File: src/rtl/fetch_sequencer.sv
// fetch_sequencer: pulses the program counter, fetches program memory at pc and
// hands each instruction word to the decoder over a valid/ready handshake.
module fetch_sequencer #(
  parameter int SIZE = 8,
  parameter int DATA_W = 16,
  parameter int MEM_LAT = 1,
  parameter int LAST_ADDR = 2**SIZE-1
) (
  input  logic              clk,
  input  logic              reset,
  input  logic              start,
  input  logic [SIZE-1:0]   pc,
  output logic              incr,
  output logic [SIZE-1:0]   mem_addr,
  input  logic [DATA_W-1:0] mem_data,
  output logic [DATA_W-1:0] instr,
  output logic              instr_valid,
  input  logic              instr_ready,
  output logic              busy,
  output logic              done
);
  localparam logic [2:0] IDLE = 3'd0, FETCH = 3'd1, HOLD = 3'd2, STEP = 3'd3, SETTLE = 3'd4, DONE = 3'd5;
  logic [2:0] state, nxt;
  logic [3:0] cnt;
  logic fetched, accept, last;
  assign mem_addr = pc;
  assign fetched = state == FETCH && cnt == 4'(MEM_LAT);
  assign accept = state == HOLD && instr_ready;
  assign last = pc == SIZE'(LAST_ADDR);
  always_comb
    nxt = state == IDLE   ? (start ? FETCH : IDLE) :
          state == FETCH  ? (fetched ? HOLD : FETCH) :
          state == HOLD   ? (accept ? (last ? DONE : STEP) : HOLD) :
          state == STEP   ? SETTLE :
          state == SETTLE ? FETCH :
          state == DONE   ? DONE : IDLE;
  // cnt idles at zero outside FETCH, so every entry into FETCH starts a fresh count
  always_ff @(posedge clk or posedge reset)
    if (reset) begin
      state <= IDLE;
      cnt <= '0;
      instr <= '0;
    end else begin
      state <= nxt;
      cnt <= (state == FETCH && !fetched) ? cnt + 4'd1 : 4'd0;
      if (fetched) instr <= mem_data;
    end
  assign incr = state == STEP;
  assign instr_valid = state == HOLD;
  assign busy = state == FETCH || state == HOLD || state == STEP || state == SETTLE;
  assign done = state == DONE;
endmodule
File: config.mk
export PLATFORM = sky130hd
export DESIGN_NAME = fetch_sequencer
export DESIGN_NICKNAME = d
export VERILOG_FILES = /design/src/rtl/fetch_sequencer.sv
export SDC_FILE = /design/constraint.sdc
export NUM_CORES = 1
export LEC_CHECK = 0
export BUFFER_PORTS_ARGS = -buffer_cell sky130_fd_sc_hd__clkbuf_2
export CAP_MARGIN = 30
export CELL_PAD_IN_SITES_DETAIL_PLACEMENT = 1
export CELL_PAD_IN_SITES_GLOBAL_PLACEMENT = 2
export CORE_MARGIN = 5
export CORE_UTILIZATION = 27
export CTS_CLUSTER_DIAMETER = 150
export DETAILED_ROUTE_END_ITERATION = 7
export PLACE_DENSITY_LB_ADDON = 0.15
export SYNTH_ARGS = -nofsm -noshare
export SYNTH_HDL_FRONTEND = slang
export SYNTH_SLANG_ARGS = --single-unit
File: constraint.sdc
create_clock -name clk -period 2 [get_ports clk]
set_input_delay 0.4 -clock clk [delete_from_list [all_inputs] [get_ports clk]]
set_output_delay 0.4 -clock clk [all_outputs]
set_load 0.02 [all_outputs]
[Word-level counts from Yosys, hierarchy flattened]
Cells that the tools add are included.
Cells by class
  equality and inequality tests: 7
  add/subtract/negate cells: 1
  mux-type cells: 11
  reduce and logical (&&, ||, !) cells: 8
Operators with widths (number)
  3-bit 2-to-1 mux: 8
  8-bit equality test, second input constant: 1
  3-bit by 2-bit equality test with 1-bit output, second input constant: 2
  3-bit equality test, second input constant: 2
  4-bit by 1-bit adder with 4-bit output, second input constant: 1
  4-bit by 1-bit equality test with 1-bit output, second input constant: 1
  4-bit 2-to-1 mux: 1
  3-bit by 1-bit equality test with 1-bit output, second input constant: 1
  1-bit logical AND: 3
  3-bit logical NOT: 1
  1-bit logical OR: 3
  2-bit 2-to-1 mux: 1
  1-bit logical NOT: 1
  1-bit 2-to-1 mux: 1
Storage, ports and cells
  bits of input ports: 28
  flip-flop bits (word level): 23
  word-level logic and storage cells: 30
  output and inout bits: 28

[Longest topological paths before layout]
Gate-level depths: netlist of run 1.
  word-level depth: 7
  gate-level depth with buffers: 5
  depth with buffers taken out: 4

[Worst setup path after synthesis of run 1]
Ideal clock, no wire load.
  path type: register to output
  from: register state[2]
  to: output port done
  stages on the path, launching flop included: 3
  buffers on the path: 0
  arrival time: 1.094 ns
  path slack: 0.506 ns
  data required time: 1.600 ns
  cells stage by stage: dfrtp_1 -> inv_1 -> nor3b_1
On the way
  longest elaborated chain between the ends: 1
Ends and longest elaborated chain
  start, declared: RTL line 23  | logic [2:0] state, nxt;
  start signal, assigned: RTL line 44  | state <= nxt;
  3-bit equality test: RTL line 51  | assign done = state == DONE;
  end, declared: RTL line 20  | output logic done
Every way passes these cells.

[Worst setup path in the final report of run 1]
Same ends and word-level chain as after synthesis.

==> run_results.csv, run 1 <==
group,metric,value,unit
outcome,status,"finished clean",
setup_path,end_kind,"output port",
place,gp_congestion,0.704,
timing,skew,0.00156,ns
place,portBuffers,55,
setup_path,path_buf_inv,2,
final_layout,final_cell_mix,"clkbuf_2 (55), dfrtp_1 (23), mux2_4 (9)",
synth,synthesis.area,1090,um^2
global_routing,grt_pass1_vias,919,
routing,routedWlPerCell,13.4,um
final_layout,final_nets,162,
global_routing,grt-ovfl-total,0,
synth,netlist.area_leader.share,53.0,%
clock_network,cts_tree,"built",
setup_path,crit_chain,"inv_1 > nor3b_1 > clkbuf_2",
final_layout,final_layout_size_suffix_gt1_share,60.3,%
routing,via_per_inst,4.40,
final_layout,final_common_cell,"clkbuf_2",
global_routing,grt_pass1_wl,4150,um
pwr,p_seq_share,38.3,%
synth,netlist_top_cells_area,"dfrtp_1 (53%), mux2_4 (12%), mux2_2 (7.3%)",
floorplan,die-area,5390,um^2
clock_network,cts-root-buf,"clkbuf_8",
synth,synth_compound_area_share,3.11,%
routing,first_pass_iters,4,
place,dp.final_hpwl,1970,um
timing,finalHoldViolCount,0,
setup_path,max_stage_delay,0.46,ns
floorplan,die_y,73.4,um
timing,rsz0062_at_grt,"no",
routing,drt_iter0_drc,36,
timing,layout_setup_ws,0.316,ns
synth,synthMuxAreaShare,19.7,%
pwr,intPower,0.00131,W
timing,finalSetupViolations,0,
synth,synth-simple-area-share,11.9,%
clock_network,cts_buffers,3,
pwr,leakage,0.730,nW
setup_path,cp_max_fo,5,
pwr,power.net_switching,0.000837,W
pwr,p_sw_share,39.1,%
routing,wirelength,2430,um
clock_network,clkTransAtPathRegs,0.08,ns
synth,yosysSeqAreaShare,53.0,%
final_layout,utilization,35.7,%
global_routing,grt_util_met3,2.46,%
timing,fin_crit_sh,84.2,%
timing,max_slew_margin,79.2,%
setup_path,cp_top_family,"flip-flops",
floorplan,io-pin-count,56,
clock_network,cts_resized,0,
clock_network,cts_hold_buffers,0,
pwr,vdd_drop_max,0.000330,V
floorplan,die_w,73.4,um
floorplan,initial_core_util,27.5,%
pwr,powerDensity,1520,nW/um^2
global_routing,grt_use_met1,12.0,%
global_routing,grt_start_max_net_pins,24,
synth,syn-num-nets,110,
floorplan,core,3940,um^2
synth,synth_top_family_by_area,"multiplexers",
routing,vias,797,
final_layout,postLayoutCellArea,1410,um^2
pwr,p_comb_share,48.3,%
timing,period_needed,1.68,ns
timing,clock.fmax,0.594,GHz
global_routing,top_usage_layer,"met2",
synth,synth-seq-cells,23,
pwr,clock_power_share,13.4,%
final_layout,multi_input_area,428,um^2
synth,syn-mean-instance-area,13.6,um^2
setup_path,critPathKind,"reg2out",
clock_network,htreeDepth,1,
clock_network,clock_path_buffers,2,
synth,ys_warn_count,0,
setup_path,startpoint_type,"flop",
global_routing,grt_usage,9.99,%
synth,synth.distinct_cells,25,
clock_network,clk_latency,0.26,ns
setup_path,cp.arrival,1.28,ns
job,cap_violations,0,
clock_network,post_cts_buffers,0,
final_layout,fill_cells,449,
hold_path,hold_class,"in2async",
synth,yosys.area.top_type,"dfrtp_1",
timing,worst_slew_pin_slew,0.311,ns
setup_path,worstPathRequired,1.60,ns
final_layout,ff_latch_area,576,um^2
global_routing,antenna_found_initial,0,
routing,drc,0,
floorplan,rows,23,
place,dpl_worst_slack,0.425,ns
timing,setup_tns,0,ns
final_layout,area_growth,29.7,%
synth,synth_cells,80,
clock_network,cts.sinks,23,
synth,synthAdderAreaFrac,2.30,%
timing,slew_viol_final,0,
synth,synth-xor-area-share,2.42,%
place,placed_area,1360,um^2
global_routing,use_met2,16.4,%
timing,timing.hold.ws,0.144,ns
final_layout,num_antenna_cells,0,
setup_path,crit_slowest_cell,"dfrtp_1",
routing,ant_nets,0,
## registers in the layout, indices dropped and copies added, names as in the netlist
| signal | cells |
|---|---|
| cnt | 4 |
| instr | 16 |
| state | 3 |
## power groups by stage
stage / sequential, W / combinational [W] / clock [W]
after floorplan: 0.00102 / 0.000552 / 0
after global placement: 0.000825 / 0.00104 / 0
after detailed placement: 0.000831 / 0.00105 / 0
after CTS: 0.000822 / 0.00106 / 0.000307
after global routing: 0.000850 / 0.00112 / 0.000323
final: 0.000820 / 0.00104 / 0.000287
## synth_stat cells
cell	n
mux2_4	9
and2_1	1
dfrtp_1	23
or3_1	1
o31ai_1	1
nand2_1	1
nor4_1	2
xnor2_1	3
nor3_1	1
nand3_4	1
mux2_2	7
nand4_1	1
and3_1	1
nor3b_4	1
nor3b_1	1
a21boi_0	1
buf_6	1
ha_1	2
buf_4	8
a21bo_2	1
nand3_1	2
nor2_1	6
nand2b_1	1
a311oi_1	1
inv_1	3
## final timing paths
| kind | start | to | slack, ns | cells after the start |
|---|---|---|---|---|
| setup / recovery | state[2]$_DFF_PP0_ | done | 0.32 | 3 |
| hold / removal | reset | instr[4]$_DFFE_PP0P_ | 0.14 | 3 |
| setup reg to reg | state[0]$_DFF_PP0_ | instr[1]$_DFFE_PP0P_ | 0.46 | 3 |
| hold reg to reg | cnt[0]$_DFF_PP0_ | cnt[0]$_DFF_PP0_ | 0.49 | 1 |
| max in group asynchronous | reset | instr[10]$_DFFE_PP0P_ | 1.63 | 3 |
| min in group clk | mem_data[5] | instr[5]$_DFFE_PP0P_ | 0.36 | 2 |
## worst min-delay path, cell delays in order
cell and delay [ns]:
clkbuf_2 0.08, inv_1 0.04, buf_4 0.28
## per-layer routing
metal / part of all wire, % / vias to the layer above
met4: 1.1 / 0
li1: - / 371
met1: 43 / 380
met3: 10 / 2
met2: 45 / 44
met5: 0 / -
## cell type report
type	instances	share of cell area, %
Clock buffer	3	2.93
Inverter	3	0.799
Sequential cell	23	40.9
Timing Repair Buffer	56	20.1
Multi-Input combinational cell	45	30.4
Tap cell	50	4.44
Clock inverter	1	0.533
## logic make-up after synthesis
logic type / Yosys count
adder cells (fa/ha/maj): 2
buffers and inverters: 12
AND/OR/NAND/NOR: 20
multiplexers: 16
XOR/XNOR: 3
flip-flops: 23
AO/OA/AOI/OAI: 4
## metrics by stage
step,total power [W],std cells
after floorplan,0.00157,80
after global placement,0.00186,177
after detailed placement,0.00188,177
after CTS,0.00219,181
after global routing,0.00229,181
final,0.00214,181
Power figures use the tool's default switching activity.
==> inputs of run 2 (changes only) <==
- CORE_UTILIZATION: 27 -> 24
- clock period: 2 -> 1.5 ns (I/O delays scaled with it)
==> run_results.csv, run 2 (synthesis results as in run 1) <==
group,metric,value,unit
timing,setup_tns,0,ns
place,dp.final_hpwl,2100,um
setup_path,worstPathRequired,1.20,ns
floorplan,die_w,77.3,um
pwr,leakage,0.787,nW
clock_network,cts.sinks,23,
setup_path,crit_chain,"buf_6 > nor2_4 > xnor2_2 > buf_4",
final_layout,area_growth,40.0,%
clock_network,clkTransAtPathRegs,0.08,ns
global_routing,grt_pass1_wl,4460,um
setup_path,path_buf_inv,2,
final_layout,postLayoutCellArea,1520,um^2
floorplan,die-area,5970,um^2
timing,finalSetupViolations,0,
floorplan,io-pin-count,56,
setup_path,cp.arrival,1.18,ns
final_layout,largestRegisters,"instr x16, cnt x4, state x3",
pwr,powerDensity,2020,nW/um^2
hold_path,hold_class,"in2async",
routing,ant_nets,0,
floorplan,initial_core_util,24.8,%
floorplan,die_y,77.3,um
timing,slew_viol_final,0,
clock_network,htreeDepth,1,
setup_path,end_kind,"output port",
timing,layout_setup_ws,0.0219,ns
outcome,status,"finished clean",
routing,via_per_inst,4.27,
timing,clock.fmax,0.677,GHz
routing,drc,0,
routing,vias,815,
clock_network,clk_latency,0.26,ns
place,portBuffers,55,
final_layout,final_layout_size_suffix_gt1_share,66.9,%
timing,skew,0.00564,ns
clock_network,cts_tree,"built",
routing,wirelength,2610,um
clock_network,clock_path_buffers,2,
global_routing,antenna_found_initial,0,
routing,first_pass_iters,2,
routing,drt_iter0_drc,25,
final_layout,largest_reg_flops,16,
timing,fin_crit_sh,98.5,%
timing,finalHoldViolCount,0,
timing,period_needed,1.48,ns
setup_path,startpoint_type,"flop",
place,gp_congestion,0.662,
clock_network,cts_buffers,3,
final_layout,top_register,"instr",
timing,rsz0062_at_grt,"yes",
final_layout,num_antenna_cells,0,
setup_path,max_stage_delay,0.40,ns
place,placed_area,1390,um^2
pwr,vdd_drop_max,0.000454,V
timing,worst_slew_pin_slew,0.288,ns
place,dpl_worst_slack,-0.0322,ns
global_routing,grt_usage,9.23,%
setup_path,cp_max_fo,6,
floorplan,core,4380,um^2
final_layout,final_common_cell,"clkbuf_2",
global_routing,grt_pass1_vias,950,
global_routing,grt-ovfl-total,0,
final_layout,final_cell_mix,"clkbuf_2 (52), dfrtp_1 (22), mux2_4 (9)",
setup_path,crit_slowest_cell,"dfrtp_1",
job,cap_violations,0,
final_layout,final_nets,170,
global_routing,grt_start_max_net_pins,24,
floorplan,rows,24,
setup_path,cp_top_family,"flip-flops",
setup_path,critPathKind,"reg2out",
timing,max_slew_margin,80.8,%
routing,routedWlPerCell,13.7,um
clock_network,cts-root-buf,"clkbuf_8",
## run 2: worst reg2reg max path, stage by stage (launching register included)
cell      delay [ns]
dfrtp_1         0.40
buf_4           0.15
nor3b_4         0.24
a21bo_2         0.29
a311oi_1        0.29
## run 2: layer usage
| metal | GRT usage [%] | vias up | routed length, um |
|---|---|---|---|
| li1 | - | 385 | - |
| met1 | 10.8 | 383 | 1050 |
| met2 | 15.6 | 42 | 1330 |
| met3 | 1.87 | 5 | 201 |
| met4 | 5.15 | 0 | 32 |
| met5 | 0 | - | 0 |
## run 2: final timing paths
path,from,to,slack [ns],cells past startpoint
setup / recovery,state[0]$_DFF_PP0_,busy,0.02,4
hold / removal,reset,instr[6]$_DFFE_PP0P_,0.05,3
setup reg to reg,state[1]$_DFF_PP0_,state[0]$_DFF_PP0_,0.02,4
hold reg to reg,cnt[0]$_DFF_PP0_,cnt[0]$_DFF_PP0_,0.50,1
max in group asynchronous,reset,state[2]$_DFF_PP0_,1.20,3
min in group clk,mem_data[13],instr[13]$_DFFE_PP0P_,0.27,2
## run 2: cell type report
type | instances | area [um^2]
fillers | 497 | 2860
flip-flops and latches | 23 | 577
multi-input cells | 45 | 455
repair buffers | 64 | 365
well taps | 52 | 65.1
clock buffers | 3 | 41.3
inverters | 3 | 11.3
clock inverters | 1 | 5.00
## run 2: timing repair
action | in CTS | in global routing
pin swaps | 3 | 1
endpoints found under the setup margin | 19 | 4
resized for setup | 8 | 8
buffers inserted | 2 | 3
hold buffers | 0 | 0
## run 2: stage by stage
stage	hold slack, ns	std cells	util, %	total power [W]
finish	0.0495	191	34.7	0.00308
global route	0.0860	191	34.7	0.00329
CTS	0.0660	188	33.6	0.00304
detailed placement	0.355	182	31.6	0.00257
global placement	0.341	182	31.6	0.00252
floorplan	0.302	80	-	0.00209
## run 2: power breakdown
| part | internal [W] | switching, W |
|---|---|---|
| clock | 0.000185 | 0.000191 |
| combinational | 0.000820 | 0.000808 |
| sequential | 0.000902 | 0.000170 |
| total | 0.00191 | 0.00117 |
==> inputs of run 3 (changes only) <==
- ABC_AREA: default -> 1
- CORE_UTILIZATION: 24 -> 21
==> run_results.csv, run 3 <==
group,metric,value,unit
synth,synth.distinct_cells,17,
routing,first_pass_iters,4,
floorplan,io-pin-count,56,
timing,fin_crit_sh,96.7,%
routing,ant_nets,0,
pwr,leakage,0.877,nW
synth,synth-xor-area-share,2.40,%
synth,synthesis.area,1100,um^2
synth,synth-seq-cells,23,
global_routing,grt_util_met3,4.23,%
synth,syn-mean-instance-area,8.50,um^2
floorplan,die_y,82.2,um
clock_network,cts-root-buf,"clkbuf_8",
final_layout,final_layout_size_suffix_gt1_share,41.5,%
pwr,powerDensity,2130,nW/um^2
clock_network,cts_buffers,3,
routing,via_per_inst,3.83,
global_routing,top_usage_layer,"met2",
place,gp_congestion,0.686,
timing,max_slew_margin,79.5,%
clock_network,cts.sinks,23,
final_layout,top_register,"instr",
routing,wirelength,3040,um
timing,clock.fmax,0.690,GHz
synth,synth-simple-area-share,30.4,%
timing,period_needed,1.45,ns
synth,async_reset_ff_share,100,%
global_routing,grt-ovfl-total,0,
synth,synth.most_common_cell,"nand2_1",
clock_network,clk_latency,0.26,ns
final_layout,largest_reg_flops,16,
pwr,vdd_drop_max,0.000720,V
global_routing,grt_pass1_wl,5220,um
timing,skew,0.00662,ns
global_routing,grt_use_met1,11.3,%
place,portBuffers,55,
synth,netlist.area_leader.share,52.5,%
floorplan,die-area,6760,um^2
hold_path,hold_class,"in2async",
final_layout,num_antenna_cells,0,
routing,routedWlPerCell,11.8,um
clock_network,cts_hold_buffers,0,
timing,slew_viol_final,0,
place,placed_area,1410,um^2
timing,finalSetupViolations,0,
clock_network,clkTransAtPathRegs,0.08,ns
outcome,status,"finished clean",
final_layout,postLayoutCellArea,1530,um^2
setup_path,startpoint_type,"flop",
timing,finalHoldViolCount,0,
floorplan,die_w,82.2,um
final_layout,final_common_cell,"clkbuf_2",
routing,drc,0,
synth,netlist_top_cells_area,"dfrtp_1 (53%), nand2_1 (15%), nand3_1 (8.7%)",
clock_network,htreeDepth,1,
routing,vias,987,
final_layout,largestRegisters,"instr x16, cnt x4, state x3",
synth,ys_warn_count,0,
synth,syn-num-nets,159,
synth,synth_common_cells,"nand2_1 (45), dfrtp_1 (23), nand3_1 (19)",
final_layout,final_nets,219,
place,dp.final_hpwl,2400,um
timing,rsz0062_at_grt,"yes",
final_layout,fill_cells,655,
synth,synth_edf_count,0,
synth,synth_top_family_by_area,"simple AND/OR/NAND/NOR gates",
routing,drt_iter0_drc,23,
final_layout,final_cell_mix,"clkbuf_2 (52), nand2_1 (45), dfrtp_1 (20)",
global_routing,grt_pass1_vias,1112,
setup_path,worstPathRequired,1.20,ns
synth,synth-main-ff-cell,"dfrtp_1",
synth,yosys.area.top_type,"dfrtp_1",
setup_path,cp_max_fo,5,
global_routing,grt_usage,9.95,%
global_routing,antenna_found_initial,0,
setup_path,timing.rr.start,"state[1]$_DFF_PP0_",
synth,synthAdderAreaFrac,2.28,%
floorplan,core,5070,um^2
timing,setup_tns,0,ns
clock_network,clock_path_buffers,2,
synth,yosysSeqAreaShare,52.5,%
setup_path,end_kind,"output port",
synth,synth_cells,129,
clock_network,cts_tree,"built",
floorplan,initial_core_util,21.6,%
final_layout,area_growth,39.4,%
global_routing,use_met2,17.6,%
job,cap_violations,0,
setup_path,cp.arrival,1.15,ns
floorplan,rows,26,
setup_path,critPathKind,"reg2out",
final_layout,utilization,30.1,%
global_routing,grt_start_max_net_pins,24,
timing,worst_slew_pin_slew,0.308,ns
synth,synthMuxAreaShare,0,%
synth,synth_compound_area_share,1.37,%
pwr,p_total,0.00325,W
setup_path,crit_start,"state[0]$_DFF_PP0_",
[run 3: cell count changes in the layout (fill, tap and decap cells not counted), moves of 3 or more]
cell / delta
nand3_1: +17
buf_6: -3
nor2_1: +4
nand2_1: +44
inv_1: +5
buf_4: +6
mux2_4: -9
mux2_2: -7
[run 3: critical path: stages, from the launching register on]
cell and delay [ns]:
dfrtp_2 0.46, buf_4 0.15, nor2_2 0.15, buf_6 0.14
[run 3: kinds of logic after synthesis]
family / Yosys count
flip-flops: 23
adder cells (fa/ha/maj): 2
XOR/XNOR: 3
buffers and inverters: 21
AO/OA/AOI/OAI: 3
AND/OR/NAND/NOR: 77
[run 3: layout make-up]
cell class	instances	area, um^2	share of cell area (%)
flip-flops and latches	23	579	37.9
multi-input cells	85	409	26.8
repair buffers	66	369	24.2
well taps	70	87.6	5.73
clock buffers	4	45.0	2.95
inverters	10	37.5	2.46
[run 3: final timing paths]
check / endpoint / slack (ns) / cells past startpoint
max: instr_valid / 0.05 / 3
min: instr[1]$_DFFE_PP0P_ / 0.05 / 3
max reg2reg: instr[12]$_DFFE_PP0P_ / 0.18 / 5
min reg2reg: instr[0]$_DFFE_PP0P_ / 0.48 / 2
max in group asynchronous: state[2]$_DFF_PP0_ / 1.19 / 3
min in group clk: instr[8]$_DFFE_PP0P_ / 0.26 / 3
[run 3: through the flow]
step,worst slack [ns],hold WS [ns],cells
5_1_grt,-0.0239,0.0822,258
2_1_floorplan,0.196,0.302,129
6_report,0.0499,0.0517,258
4_1_cts,0.00790,0.0640,255
3_5_place_dp,0.124,0.358,248
3_3_place_gp,0.189,0.349,248
[run 3: what timing repair did]
item                       in CTS  in global routing
setup endpoints to repair       3                  3
pin swaps                       1                  3
buffers inserted                3                  3
resized for setup               9                  5
[run 3: report_power, final]
part           internal [W]  switching, W  total [W]
Combinational      0.000667       0.00109    0.00176
Sequential         0.000909      0.000199    0.00111
Clock              0.000190      0.000196   0.000385
[run 3: layer usage]
layer	share of wire, %	up-vias	routed length (um)
met5	0	-	0
met4	0.62	0	19
met3	7.2	2	219
met2	52	25	1570
met1	40	448	1230
li1	-	512	-
